--- src/rtl/id_stage_pipe.sv ---
// Pipelined decode stage: register file, immediate extender, operand forwarding,
// load-use detection and ID/EX register. Optional macro ID_FWD_EN enables EX/MEM forwarding.
module id_stage_pipe #(
  parameter int XLEN = 32,
  parameter int NREG = 32,
  localparam int RAW = $clog2(NREG)
) (
  input  logic            clk,
  input  logic            rst,
  input  logic            if_valid,
  input  logic [31:0]     if_inst,
  input  logic [XLEN-1:0] if_pc4,
  input  logic [2:0]      sext_op,
  input  logic            id_we,
  input  logic            id_is_load,
  input  logic            ex_we,
  input  logic            ex_is_load,
  input  logic [RAW-1:0]  ex_wr,
  input  logic [XLEN-1:0] ex_wd,
  input  logic            mem_we,
  input  logic [RAW-1:0]  mem_wr,
  input  logic [XLEN-1:0] mem_wd,
  input  logic            wb_we,
  input  logic [RAW-1:0]  wb_wr,
  input  logic [XLEN-1:0] wb_wd,
  input  logic            stall_in,
  input  logic            flush,
  output logic            id_ready,
  output logic            ex_valid,
  output logic [XLEN-1:0] ex_rD1,
  output logic [XLEN-1:0] ex_rD2,
  output logic [XLEN-1:0] ex_ext,
  output logic [RAW-1:0]  ex_rd,
  output logic            ex_rf_we,
  output logic            ex_load,
  output logic [XLEN-1:0] ex_pc4
);

  logic [XLEN-1:0] rf_q [NREG];

  logic            valid_q, valid_d;
  logic [XLEN-1:0] rd1_q, rd1_d, rd2_q, rd2_d, ext_q, ext_d, pc4_q, pc4_d;
  logic [RAW-1:0]  rd_q, rd_d;
  logic            rf_we_q, rf_we_d, load_q, load_d;

  logic [31:0]     imm32;
  logic [XLEN-1:0] imm_ext;
  logic            luh;

  logic unused_bits;
`ifdef ID_FWD_EN
  assign unused_bits = ^if_inst[6:0];
`else
  assign unused_bits = ^{if_inst[6:0], ex_wd, mem_wd};
`endif

  // x0 is never written, so its array slot stays unused and reads are masked below.
  always_ff @(posedge clk) begin
    if (wb_we && wb_wr != '0) begin
      rf_q[wb_wr] <= wb_wd;
    end
  end

  for (genvar gi = 0; gi < 2; gi++) begin : g_op
    logic [RAW-1:0]  idx;
    logic [XLEN-1:0] val;
    logic            hz;

    assign idx = (gi == 0) ? if_inst[15 +: RAW] : if_inst[20 +: RAW];

    always_comb begin
      val = rf_q[idx];
      if (idx == '0) begin
        val = '0;
      end
`ifdef ID_FWD_EN
      else if (ex_we && !ex_is_load && ex_wr == idx) begin
        val = ex_wd;
      end else if (mem_we && mem_wr == idx) begin
        val = mem_wd;
      end
`endif
      else if (wb_we && wb_wr == idx) begin
        val = wb_wd;
      end
    end

    // Without forwarding, any in-flight EX/MEM producer must drain to WB first.
    always_comb begin
      hz = (idx != '0) && ((valid_q && ex_is_load && ex_we && ex_wr == idx)
`ifndef ID_FWD_EN
           || (ex_we && ex_wr == idx) || (mem_we && mem_wr == idx)
`endif
           );
    end
  end

  assign luh      = if_valid && (g_op[0].hz || g_op[1].hz);
  assign id_ready = !stall_in && !luh;

  always_comb begin
    imm32 = '0;
    case (sext_op)
      3'd0: imm32 = {{20{if_inst[31]}}, if_inst[31:20]};
      3'd1: imm32 = {{20{if_inst[31]}}, if_inst[31:25], if_inst[11:7]};
      3'd2: imm32 = {{19{if_inst[31]}}, if_inst[31], if_inst[7], if_inst[30:25],
                     if_inst[11:8], 1'b0};
      3'd3: imm32 = {if_inst[31:12], 12'b0};
      3'd4: imm32 = {{11{if_inst[31]}}, if_inst[31], if_inst[19:12], if_inst[20],
                     if_inst[30:21], 1'b0};
      default: imm32 = '0;
    endcase
  end

  assign imm_ext = XLEN'($signed(imm32));

  always_comb begin
    valid_d = valid_q;
    rd1_d   = rd1_q;
    rd2_d   = rd2_q;
    ext_d   = ext_q;
    pc4_d   = pc4_q;
    rd_d    = rd_q;
    rf_we_d = rf_we_q;
    load_d  = load_q;
    if (flush || (!stall_in && luh)) begin
      valid_d = 1'b0;
      rf_we_d = 1'b0;
      load_d  = 1'b0;
    end else if (!stall_in) begin
      valid_d = if_valid;
      rd1_d   = g_op[0].val;
      rd2_d   = g_op[1].val;
      ext_d   = imm_ext;
      pc4_d   = if_pc4;
      rd_d    = if_inst[7 +: RAW];
      rf_we_d = if_valid && id_we;
      load_d  = if_valid && id_is_load;
    end
  end

  always_ff @(posedge clk) begin
    if (rst) begin
      valid_q <= 1'b0;
      rd1_q   <= '0;
      rd2_q   <= '0;
      ext_q   <= '0;
      pc4_q   <= '0;
      rd_q    <= '0;
      rf_we_q <= 1'b0;
      load_q  <= 1'b0;
    end else begin
      valid_q <= valid_d;
      rd1_q   <= rd1_d;
      rd2_q   <= rd2_d;
      ext_q   <= ext_d;
      pc4_q   <= pc4_d;
      rd_q    <= rd_d;
      rf_we_q <= rf_we_d;
      load_q  <= load_d;
    end
  end

  assign ex_valid = valid_q;
  assign ex_rD1   = rd1_q;
  assign ex_rD2   = rd2_q;
  assign ex_ext   = ext_q;
  assign ex_pc4   = pc4_q;
  assign ex_rd    = rd_q;
  assign ex_rf_we = rf_we_q;
  assign ex_load  = load_q;

endmodule

--- config.mk ---
export PLATFORM = sky130hd
export DESIGN_NAME = id_stage_pipe
export DESIGN_NICKNAME = d
export VERILOG_FILES = /design/src/rtl/id_stage_pipe.sv
export SDC_FILE = /design/constraint.sdc
export NUM_CORES = 2
export LEC_CHECK = 0
export ABC_AREA = 1
export ABC_CLOCK_PERIOD_IN_PS = 5400
export CAP_MARGIN = 20
export CELL_PAD_IN_SITES_DETAIL_PLACEMENT = 0
export CELL_PAD_IN_SITES_GLOBAL_PLACEMENT = 2
export CORE_MARGIN = 2
export CORE_UTILIZATION = 36
export DETAILED_ROUTE_END_ITERATION = 12
export DONT_BUFFER_PORTS = 1
export HOLD_SLACK_MARGIN = 0.12
export PLACE_DENSITY_LB_ADDON = 0.1
export SKIP_CTS_REPAIR_TIMING = 1
export SLEW_MARGIN = 20
export SYNTH_ARGS = -nofsm -noshare
export SYNTH_HDL_FRONTEND = slang
export SYNTH_SLANG_ARGS = --single-unit
--- constraint.sdc ---
create_clock -name clk -period 5.4 [get_ports clk]
set_input_delay 1.35 -clock clk [delete_from_list [all_inputs] [get_ports clk]]
set_output_delay 1.35 -clock clk [all_outputs]
set_load 0.005 [all_outputs]
==> summary.md <==
| Metric | Value |
|---|---|
| CP max stage cell | `inv_8` |
| Leading cell types in the layout, fill and taps excluded | `nand2_1 (1883), nand3_1 (1503), edfxtp_1 (1024), inv_1 (857), nor2_1 (353)` |
| Commonest non-fill, non-tap cell in the layout | `nand2_1` |
| Largest net degree at the start of global routing | `826` |
| Net Sw Frac | `0.251` |
| Hold Crit Class | `reg -> reg` |
| Crit. End Element | `output port` |
| Vias/cell | `5.40` |
| Vias post-DR | `49500` |
| First-pass GRT wire length | `343000 um` |
| Final net count | `7050` |
| Cell chosen for the clock root | `clkbuf_16` |
| Worst r2r path cells | `11` |
| Std-Cell Rows | `149` |
| H-tree levels | `4` |
| GR Util All Layers | `0.279` |
| Post-route cell area | `66400 sq um` |
| Cell taking the most area after synthesis | `edfxtp_1` |
| Hold path cells | `2` |
| Vias in the first global route | `46500` |
| Io pins | `326` |
| Yosys reg bits | `1160` |
| Sequential share of power | `0.472` |
| Die Ht | `413 um` |
| Final Hold Fails | `0` |
| Post-route setup TNS | `-0.843 ns` |
| Final WS setup | `-0.843 ns` |
| Pre-antenna DRT Iters | `8` |
| Post-DR wirelength/cell | `26.4 um` |
| Failing checks | `slew limit, setup timing` |
| Pre-CTS WS | `1.28 ns` |
| IO Port Bufs | `0` |
| WS Path Type | `in -> out` |
| Initial antenna violation count | `11` |
| Final period utilization | `1.16` |
| Clk buf depth | `3` |
| Crit path max fanout | `779` |
| Detailed Place HPWL | `122000 um` |
| Worst r2r dst | `ex_rD2[7]` |
| Syn avg cell area | `8.47 sq um` |
| Post-route ant nets | `0` |
| WP data required | `4.05 ns` |
| Placed cell areas | `61800 sq um` |
| Register area share after synthesis | `0.557` |
| Slew headroom | `-0.909` |
| Final wirelength | `242000 um` |
| Layout cells sized above 1 | `0.0616` |
| Power Density | `319 nW/um^2` |
| Fmax | `0.160 GHz` |
| Core box area | `165000 sq um` |
| Slew Viols, Final | `423` |
| Mapped Area | `60100 sq um` |
| CTS tree | `done` |
| Synth-to-layout area growth | `10.5%` |
| TritonCTS buffer count | `144` |
| Distinct cells, synth | `33` |
| Critical Path, Cell by Cell | `inv_8 > nand4_1 > nand2_1 > nand2_2 > a21oi_1 > buf_4` |
| DR iter-0 viols | `4959` |
| Worst-Margin Slew | `2.86 ns` |
| Crit-path max cell delay | `1.20 ns` |
| R2r setup slk | `3.35 ns` |
| Syn Inst Count | `7094` |
| Hold Path Sink | `ex_ext[13]` |
| Initial Util | `0.363` |
| Critical Path Start Type | `input port` |
| Routability cong. | `0.782` |
| Worst-path clk slew | `0.06 ns` |
| Yosys warns | `0` |
| Die area | `170000 sq um` |
| Leakage power | `0.0270 uW` |
| Worst EP arrival | `4.89 ns` |
| Clock Skew | `0.0235 ns` |
| Global route total overflow | `0` |
| Cell-internal power | `15900 uW` |
| Diode count | `0` |
| Number of setup violations in the final report | `1` |
| Largest cells by area after synthesis | `edfxtp_1 (51%), nand3_1 (13%), nand2_1 (12%), inv_1 (5.4%), dfxtp_1 (4.5%)` |
| Clock Power Share | `0.443` |
| Yosys top cell area share | `0.512` |
| RSZ-0062 raised after global routing | `no` |
| Max_cap viols | `0` |
| Comb power frac | `0.085` |
| Peak supply drop | `0.000335 V` |
| Die width | `413 um` |
| Psw | `5310 uW` |
| Status | `complete, but fails checks` |
| Clock sink count | `1160` |
| Min-delay src | `ex_ext[13]` |
| Tmin final | `6.24 ns` |
| DRC viols | `0` |
| R2r startpoint | `rf_q[8][7]` |
| Clk Latency, worst-skew pair | `0.79 ns` |
## sequential cells by signal, summed over array words and instances (netlist names)
register and flops:
ex_load 1, ex_valid 1, ex_pc4 32, ex_ext 32
ex_rf_we 1, ex_rd 5, rf_q 1024, ex_rD2 32
ex_rD1 32
## cell type report
type	count	area (sq um)
clock buffer	194	3980
clock inverter	69	519
fill	16400	99000
inverter	871	3320
multi-input combinational	4585	21300
sequential	1160	33500
tap	2189	2740
timing repair buffer	99	1100
## power by group through the flow
stage          Clock, uW  Combinational, uW  Sequential (uW)
2_1_floorplan          0               1370            10200
3_3_place_gp           0               1670            10200
4_1_cts             9590               1680            10000
5_1_grt             9900               1960            10000
3_5_place_dp           0               1670            10200
6_report            9390               1790            10000
## synthesized netlist by cell type, drive strengths merged
cell type and count:
clkbuf 182, o311ai 1, nand2 1885, buf 327, xor2 1, nor3 9, conb 1, a22oi 2
nand4 16, o22ai 4, a21oi 209, o211ai 297, nor4 1, nor2 377, clkinv 1, nand3 1506
edfxtp 1024, inv 870, or2 99, o21ai 146, dfxtp 136
## worst max-delay path, delay by kind of cell
kind,cells,cell delay [ns]
buf+inv,2,1.35
simple gates,3,0.67
compound gates,1,0.18
## stage by stage
stage               hold slack (ns)  power, uW  instances   util
floorplan                     0.460      11500       7125      -
global placement              0.467      11900       8898  0.373
detailed placement            0.471      11900       8900  0.374
CTS                           0.479      21300       9163  0.401
global route                  0.495      21900       9167  0.401
finish                        0.477      21200       9167  0.401
## worst max path at each step
stage,startpoint,endpoint,slack [ns],depth (start not counted)
global route,if_inst[15],id_ready,0.80,10
detailed placement,if_inst[15],id_ready,1.28,6
floorplan,wb_wr[1],rf_q[21][0],0.08,4
finish,if_inst[15],id_ready,-0.84,6
global placement,if_inst[20],id_ready,1.16,10
CTS,if_inst[20],id_ready,1.12,6
## routing by layer
metal / vias up / part of all wire / routed length [um] / track usage
met2: 1673 / 0.46 / 112000 / 0.451
met1: 24300 / 0.45 / 108000 / 0.385
met4: 0 / 0.025 / 6170 / 0.0760
met3: 334 / 0.066 / 15900 / 0.0454
li1: 23200 / - / - / -
met5: - / 0 / 0 / 0
## logic make-up (layout without fill, tap and decap cells)
group	after synthesis	in the layout	synth area share
compound gates	659	659	0.0678
xor+xnor	1	1	0.000146
buf+inv	1380	1233	0.0951
flops	1160	1160	0.557
other cells	1	32	0.0000624
simple gates	3893	3893	0.280
(Power assumes the default switching activity.)
